### src/rtl/uart_echo_ctrl_pkg.sv
// Shared encodings for the UART echo controller: transform modes and ASCII case bounds.
package uart_echo_ctrl_pkg;

   typedef enum logic [1:0] {
      MODE_PASS    = 2'b00,
      MODE_UPPER   = 2'b01,
      MODE_INV     = 2'b10,
      MODE_DISCARD = 2'b11
   } mode_e;

   localparam logic [7:0] ASCII_LC_LO    = 8'h61;
   localparam logic [7:0] ASCII_LC_HI    = 8'h7A;
   localparam logic [7:0] ASCII_CASE_OFS = 8'h20;

endpackage

### src/rtl/echo_fifo.sv
// Small first-word-fall-through buffer between the rx pop side and the tx push side.
module echo_fifo #(
   parameter int unsigned DBIT   = 8,
   parameter int unsigned BUF_AW = 2
) (
   input  logic              clk,
   input  logic              reset_n,
   input  logic              i_push,
   input  logic              i_pop,
   input  logic [DBIT-1:0]   i_wdata,
   output logic [DBIT-1:0]   o_rdata,
   output logic              o_full,
   output logic              o_empty,
   output logic [BUF_AW:0]   o_level
);

   localparam int unsigned     DEPTH    = 2 ** BUF_AW;
   localparam logic [BUF_AW:0] LVL_FULL = (BUF_AW + 1)'(DEPTH);
   localparam logic [BUF_AW:0] LVL_ONE  = (BUF_AW + 1)'(1);
   localparam logic [BUF_AW-1:0] PTR_ONE = BUF_AW'(1);

   logic [DBIT-1:0]   r_mem [DEPTH];
   logic [BUF_AW-1:0] r_wr_ptr;
   logic [BUF_AW-1:0] r_rd_ptr;
   logic [BUF_AW:0]   r_level;
   logic              w_do_push;
   logic              w_do_pop;

   assign o_full    = (r_level == LVL_FULL);
   assign o_empty   = (r_level == '0);
   assign o_level   = r_level;
   assign o_rdata   = r_mem[r_rd_ptr];
   assign w_do_push = i_push & ~o_full;
   assign w_do_pop  = i_pop & ~o_empty;

   // Pointers are exactly BUF_AW wide, so the increment wraps modulo depth.
   always_ff @(posedge clk) begin
      if (!reset_n) begin
         r_wr_ptr <= '0;
         r_rd_ptr <= '0;
         r_level  <= '0;
      end else begin
         if (w_do_push) r_wr_ptr <= r_wr_ptr + PTR_ONE;
         if (w_do_pop)  r_rd_ptr <= r_rd_ptr + PTR_ONE;
         case ({w_do_push, w_do_pop})
            2'b10:   r_level <= r_level + LVL_ONE;
            2'b01:   r_level <= r_level - LVL_ONE;
            default: r_level <= r_level;
         endcase
      end
   end

   // Storage is left unreset; the head is stale after reset but wr is low then.
   always_ff @(posedge clk) begin
      if (reset_n && w_do_push) r_mem[r_wr_ptr] <= i_wdata;
   end

endmodule

### src/rtl/uart_echo_ctrl.sv
// Pops words from an rx FIFO, transforms them per mode, buffers them and pushes them to a tx FIFO.
module uart_echo_ctrl
   import uart_echo_ctrl_pkg::*;
#(
   parameter int unsigned DBIT   = 8,
   parameter int unsigned BUF_AW = 2,
   parameter int unsigned CW     = 16
) (
   input  logic              clk,
   input  logic              reset_n,
   input  logic              en,
   input  logic [1:0]        mode,
   input  logic [DBIT-1:0]   r_data,
   input  logic              rx_empty,
   output logic              rd,
   input  logic              tx_full,
   output logic              wr,
   output logic [DBIT-1:0]   w_data,
   output logic [CW-1:0]     rx_count,
   output logic [BUF_AW:0]   buf_level
);

   logic            w_buf_full;
   logic            w_buf_empty;
   logic            w_push;
   logic [DBIT-1:0] w_xform;
   mode_e           w_mode;
   logic [CW-1:0]   r_rx_count;

   // Upper-casing only makes sense when a full ASCII byte fits in the word.
   function automatic logic [DBIT-1:0] f_xform(input mode_e m, input logic [DBIT-1:0] d);
      logic [8:0] w_ext;
      w_ext = 9'(d);
      case (m)
         MODE_UPPER: begin
            if (DBIT >= 8 && w_ext >= 9'(ASCII_LC_LO) && w_ext <= 9'(ASCII_LC_HI)) begin
               return DBIT'(w_ext - 9'(ASCII_CASE_OFS));
            end
            return d;
         end
         MODE_INV: return ~d;
         default:  return d;
      endcase
   endfunction

   assign w_mode   = mode_e'(mode);
   assign w_xform  = f_xform(w_mode, r_data);
   assign rd       = reset_n & en & ~rx_empty & ~w_buf_full;
   assign w_push   = rd & (w_mode != MODE_DISCARD);
   assign wr       = reset_n & ~w_buf_empty & ~tx_full;
   assign rx_count = r_rx_count;

   always_ff @(posedge clk) begin
      if (!reset_n) begin
         r_rx_count <= '0;
      end else if (rd) begin
         r_rx_count <= r_rx_count + CW'(1);
      end
   end

   echo_fifo #(
      .DBIT   (DBIT),
      .BUF_AW (BUF_AW)
   ) u_echo_fifo (
      .clk     (clk),
      .reset_n (reset_n),
      .i_push  (w_push),
      .i_pop   (wr),
      .i_wdata (w_xform),
      .o_rdata (w_data),
      .o_full  (w_buf_full),
      .o_empty (w_buf_empty),
      .o_level (buf_level)
   );

endmodule

### config.mk
export PLATFORM = sky130hd
export DESIGN_NAME = uart_echo_ctrl
export DESIGN_NICKNAME = d
export VERILOG_FILES = /design/src/rtl/uart_echo_ctrl_pkg.sv /design/src/rtl/echo_fifo.sv /design/src/rtl/uart_echo_ctrl.sv
export SDC_FILE = /design/constraint.sdc
export NUM_CORES = 1
export LEC_CHECK = 0
export ABC_AREA = 1
export ABC_CLOCK_PERIOD_IN_PS = 1850
export BUFFER_PORTS_ARGS = -buffer_cell sky130_fd_sc_hd__buf_2
export CAP_MARGIN = 20
export CELL_PAD_IN_SITES_DETAIL_PLACEMENT = 1
export CELL_PAD_IN_SITES_GLOBAL_PLACEMENT = 1
export CORE_UTILIZATION = 38
export CTS_CLUSTER_SIZE = 30
export DETAILED_ROUTE_END_ITERATION = 6
export GPL_ROUTABILITY_DRIVEN = 1
export PLACE_DENSITY = 0.83
export SLEW_MARGIN = 20
export SYNTH_ARGS = -nofsm -noshare
export SYNTH_HDL_FRONTEND = slang
export SYNTH_SLANG_ARGS = --single-unit
### constraint.sdc
create_clock -name clk -period 1.85 [get_ports clk]
set_input_delay 0.185 -clock clk [delete_from_list [all_inputs] [get_ports clk]]
set_output_delay 0.185 -clock clk [all_outputs]
set_load 0.03 [all_outputs]
==> impl_metrics.tcl <==
set metrics [dict create \
    dr.pass1.iters 4 \
    final_nets 411 \
    synth_edf_count 32 \
    hold_violations 0 \
    fin_crit_ps 1790 \
    hold_class "input port to register" \
    hp-start "reset_n" \
    finalCritPeriodShare_pct 96.7 \
    crit_arrival_ps 2010 \
    globalplace.congestion 0.774 \
    outcome "complete, no violations" \
    clk_pin_slew_ps 60 \
    ant_nets 0 \
    drv_slew 0 \
    via_per_inst 5.03 \
    timing.rr.end "u_echo_fifo.o_level[2]" \
    die_x_um 87.1 \
    peakVddDrop_v 0.000386 \
    clock_path_buffers 2 \
    wl_met1_um 3010 \
    worstSetupPathType "register to register" \
    syn-cell-area_um2 2750 \
    initial_core_util_pct 39.8 \
    grt_max_degree 17 \
    area_growth_pct 24.7 \
    cpPeakStageDelay_ps 380 \
    synthArstFlopShare_pct 0 \
    grt_pass1_wl_um 12200 \
    tightest_slew_ps 566 \
    grt_usage_pct 21.4 \
    hold_ws_ps 306 \
    start_kind "register" \
    antenna_found_initial 0 \
    ys_seq_area_share_pct 53.1 \
    cts_buffers 9 \
    wl_met3_um 146 \
    drt-total-wl_um 7380 \
    drv_cap 0 \
    synth_top_area_share_pct 34.9 \
    cp.required_ps 2070 \
    core_um2 6910 \
    die_h_um 87.1 \
    htree_levels 3 \
    max_freq_ghz 0.559 \
    ctsHoldBuffers 0 \
    synth_cells 324 \
    skew_ps 4.27 \
    r2r-start "u_echo_fifo.o_level[2]" \
    cp_cell_sequence "inv_2 -> nand3_2 -> nand2_2 -> nor2_4 -> ha_4 -> inv_4 -> fa_2 -> a21oi_2 -> o21ai_2 -> o21ai_1 -> a21oi_1" \
    p_total_mw 2.88 \
    power_density_nw_per_um2 840 \
    fp-row-count 30 \
    rsz0062_at_grt "true" \
    synth.area.top_cells "edfxtp_1 (35%), dfxtp_1 (18%), nand2_1 (8.5%)" \
    dpl.hpwl_um 5470 \
    reg2reg_depth 11 \
    avgSynthCellArea_um2 8.49 \
    vias 2443 \
    ys.flop_type "edfxtp_1" \
    io_buffers 43 \
    insertion_delay_ps 330 \
    drt_iter0_markers 82 \
    clock_sinks 57 \
    synth_nets 350 \
    synth.yosys.warnings 0 \
    drive_gt1_share_pct 24.1 \
    first_global_vias 2576 \
    highest_layer "met4" \
    ys_ff_latch 57 \
    worstPathMaxFanout 3 \
    drc 0 \
    detail_route.wl_per_cell_um 15.2 \
    critical_path.slowest_cell "fa_2" \
    crit_path_end_kind "register" \
    leakagePower_nw 1.37 \
    yosysTopAreaCell "edfxtp_1" \
    root_buffer "clkbuf_8" \
    r2r_slack_ps 60 \
    n_antenna_cell 0 \
    final.fill_count 861 \
    whs_endpoint "u_echo_fifo.r_wr_ptr[0]" \
    dr_wl_met2_um 4090 \
    slew-limit-headroom_pct 61.9 \
    holdPathStages 4 \
    setup_violations 0 \
    dieArea_um2 7580 \
    grt_overflow 0 \
    ys_types 29 \
    io_pins 44 \
    tritoncts "built" \
]
[cells by family after synthesis]
family	count (synthesis)	synth area share, %
simple gates	140	21.0
compound gates	70	13.5
flops	57	53.1
buf+inv	44	6.46
fa+ha+maj	11	5.28
xor+xnor	2	0.637
[through the flow]
| stage | instances | setup slack (ps) | instance area (µm²) | util [%] | TNS (ps) |
|---|---|---|---|---|---|
| after floorplan | 324 | -3.67 | 2790 | - | -3.67 |
| after global placement | 468 | 79.6 | 3170 | 45.9 | 0 |
| after detailed placement | 468 | 3.24 | 3170 | 45.9 | 0 |
| after CTS | 484 | 51.2 | 3380 | 49.0 | 0 |
| after global routing | 486 | -60.2 | 3430 | 49.7 | -60.2 |
| final | 486 | 61.9 | 3430 | 49.7 | 0 |
[timing repair]
| action | CTS | global route |
|---|---|---|
| pin swaps | 0 | 8 |
| setup buffers | 0 | 2 |
| gates cloned | 0 | 0 |
| setup endpoints to repair | 2 | 4 |
| gates resized for setup | 1 | 12 |
[report_power, final]
group	switching, mW	total [mW]	internal (mW)
combinational	0.175	0.258	0.0833
sequential	0.0121	1.38	1.36
clock	0.504	1.25	0.743
[layer usage]
layer / track usage, % / vias up
li1: - / 1207
met1: 23.6 / 1188
met2: 41.0 / 36
met3: 2.94 / 12
met4: 8.79 / 0
met5: 0 / -
[sequential cells by signal, indices dropped and copies added (netlist names), named ones only]
signal                flops
u_echo_fifo.o_level       3
u_echo_fifo.r_mem        32
u_echo_fifo.r_wr_ptr      2
u_echo_fifo.r_rd_ptr      2
rx_count                 16
[cell usage after synthesis, drive strengths merged, types with 3 or more instances]
cell type   n
inv        37
nor2       52
edfxtp     32
nand2      63
dfxtp      25
clkbuf      4
o21ai      38
a21oi      21
nand4       5
buf         3
nor3        4
ha         10
nand3      13
o22ai       8
[cell type report]
type                       instances  area, µm²  share of cell area [%]
multi-input combinational        223       1160                    33.8
tap                               96        120                    3.50
sequential                        57       1470                    42.9
clock buffer                       9        124                    3.61
clock inverter                     7       85.1                    2.48
inverter                          37        153                    4.45
timing repair buffer              57        320                    9.34
[critical path: cells and delay by family (launching register included)]
kind | cells | cell delay, ps
AO/OA/AOI/OAI | 4 | 430
adder cells (fa/ha/maj) | 2 | 530
buffers and inverters | 2 | 100
flip-flops | 1 | 360
AND/OR/NAND/NOR | 3 | 260
[placed cells by master, fill, tap and decap left out, types with 3 or more instances in the layout]
cell,n
nand2_1,61
nor2_1,47
buf_2,43
o21ai_0,33
inv_1,32
edfxtp_1,32
dfxtp_1,22
a21oi_1,20
buf_4,14
nand3_1,11
ha_1,9
clkbuf_8,9
o22ai_1,8
nand4_1,5
nor2_2,4
nor3_1,4
o21ai_1,3
[worst max path at each step]
stage	from	to	slack [ps]	cells after the start
6_report	u_echo_fifo.o_level[2]	u_echo_fifo.o_level[2]	60	11
5_1_grt	u_echo_fifo.o_level[2]	u_echo_fifo.o_level[2]	-60	11
4_1_cts	u_echo_fifo.o_level[1]	u_echo_fifo.o_level[1]	50	10
3_5_place_dp	u_echo_fifo.o_level[1]	u_echo_fifo.o_level[2]	3	11
3_3_place_gp	u_echo_fifo.o_level[1]	u_echo_fifo.o_level[1]	80	10
2_1_floorplan	u_echo_fifo.o_level[1]	u_echo_fifo.o_level[1]	-4	11
Note: power is estimated with default switching activity, not from simulation.
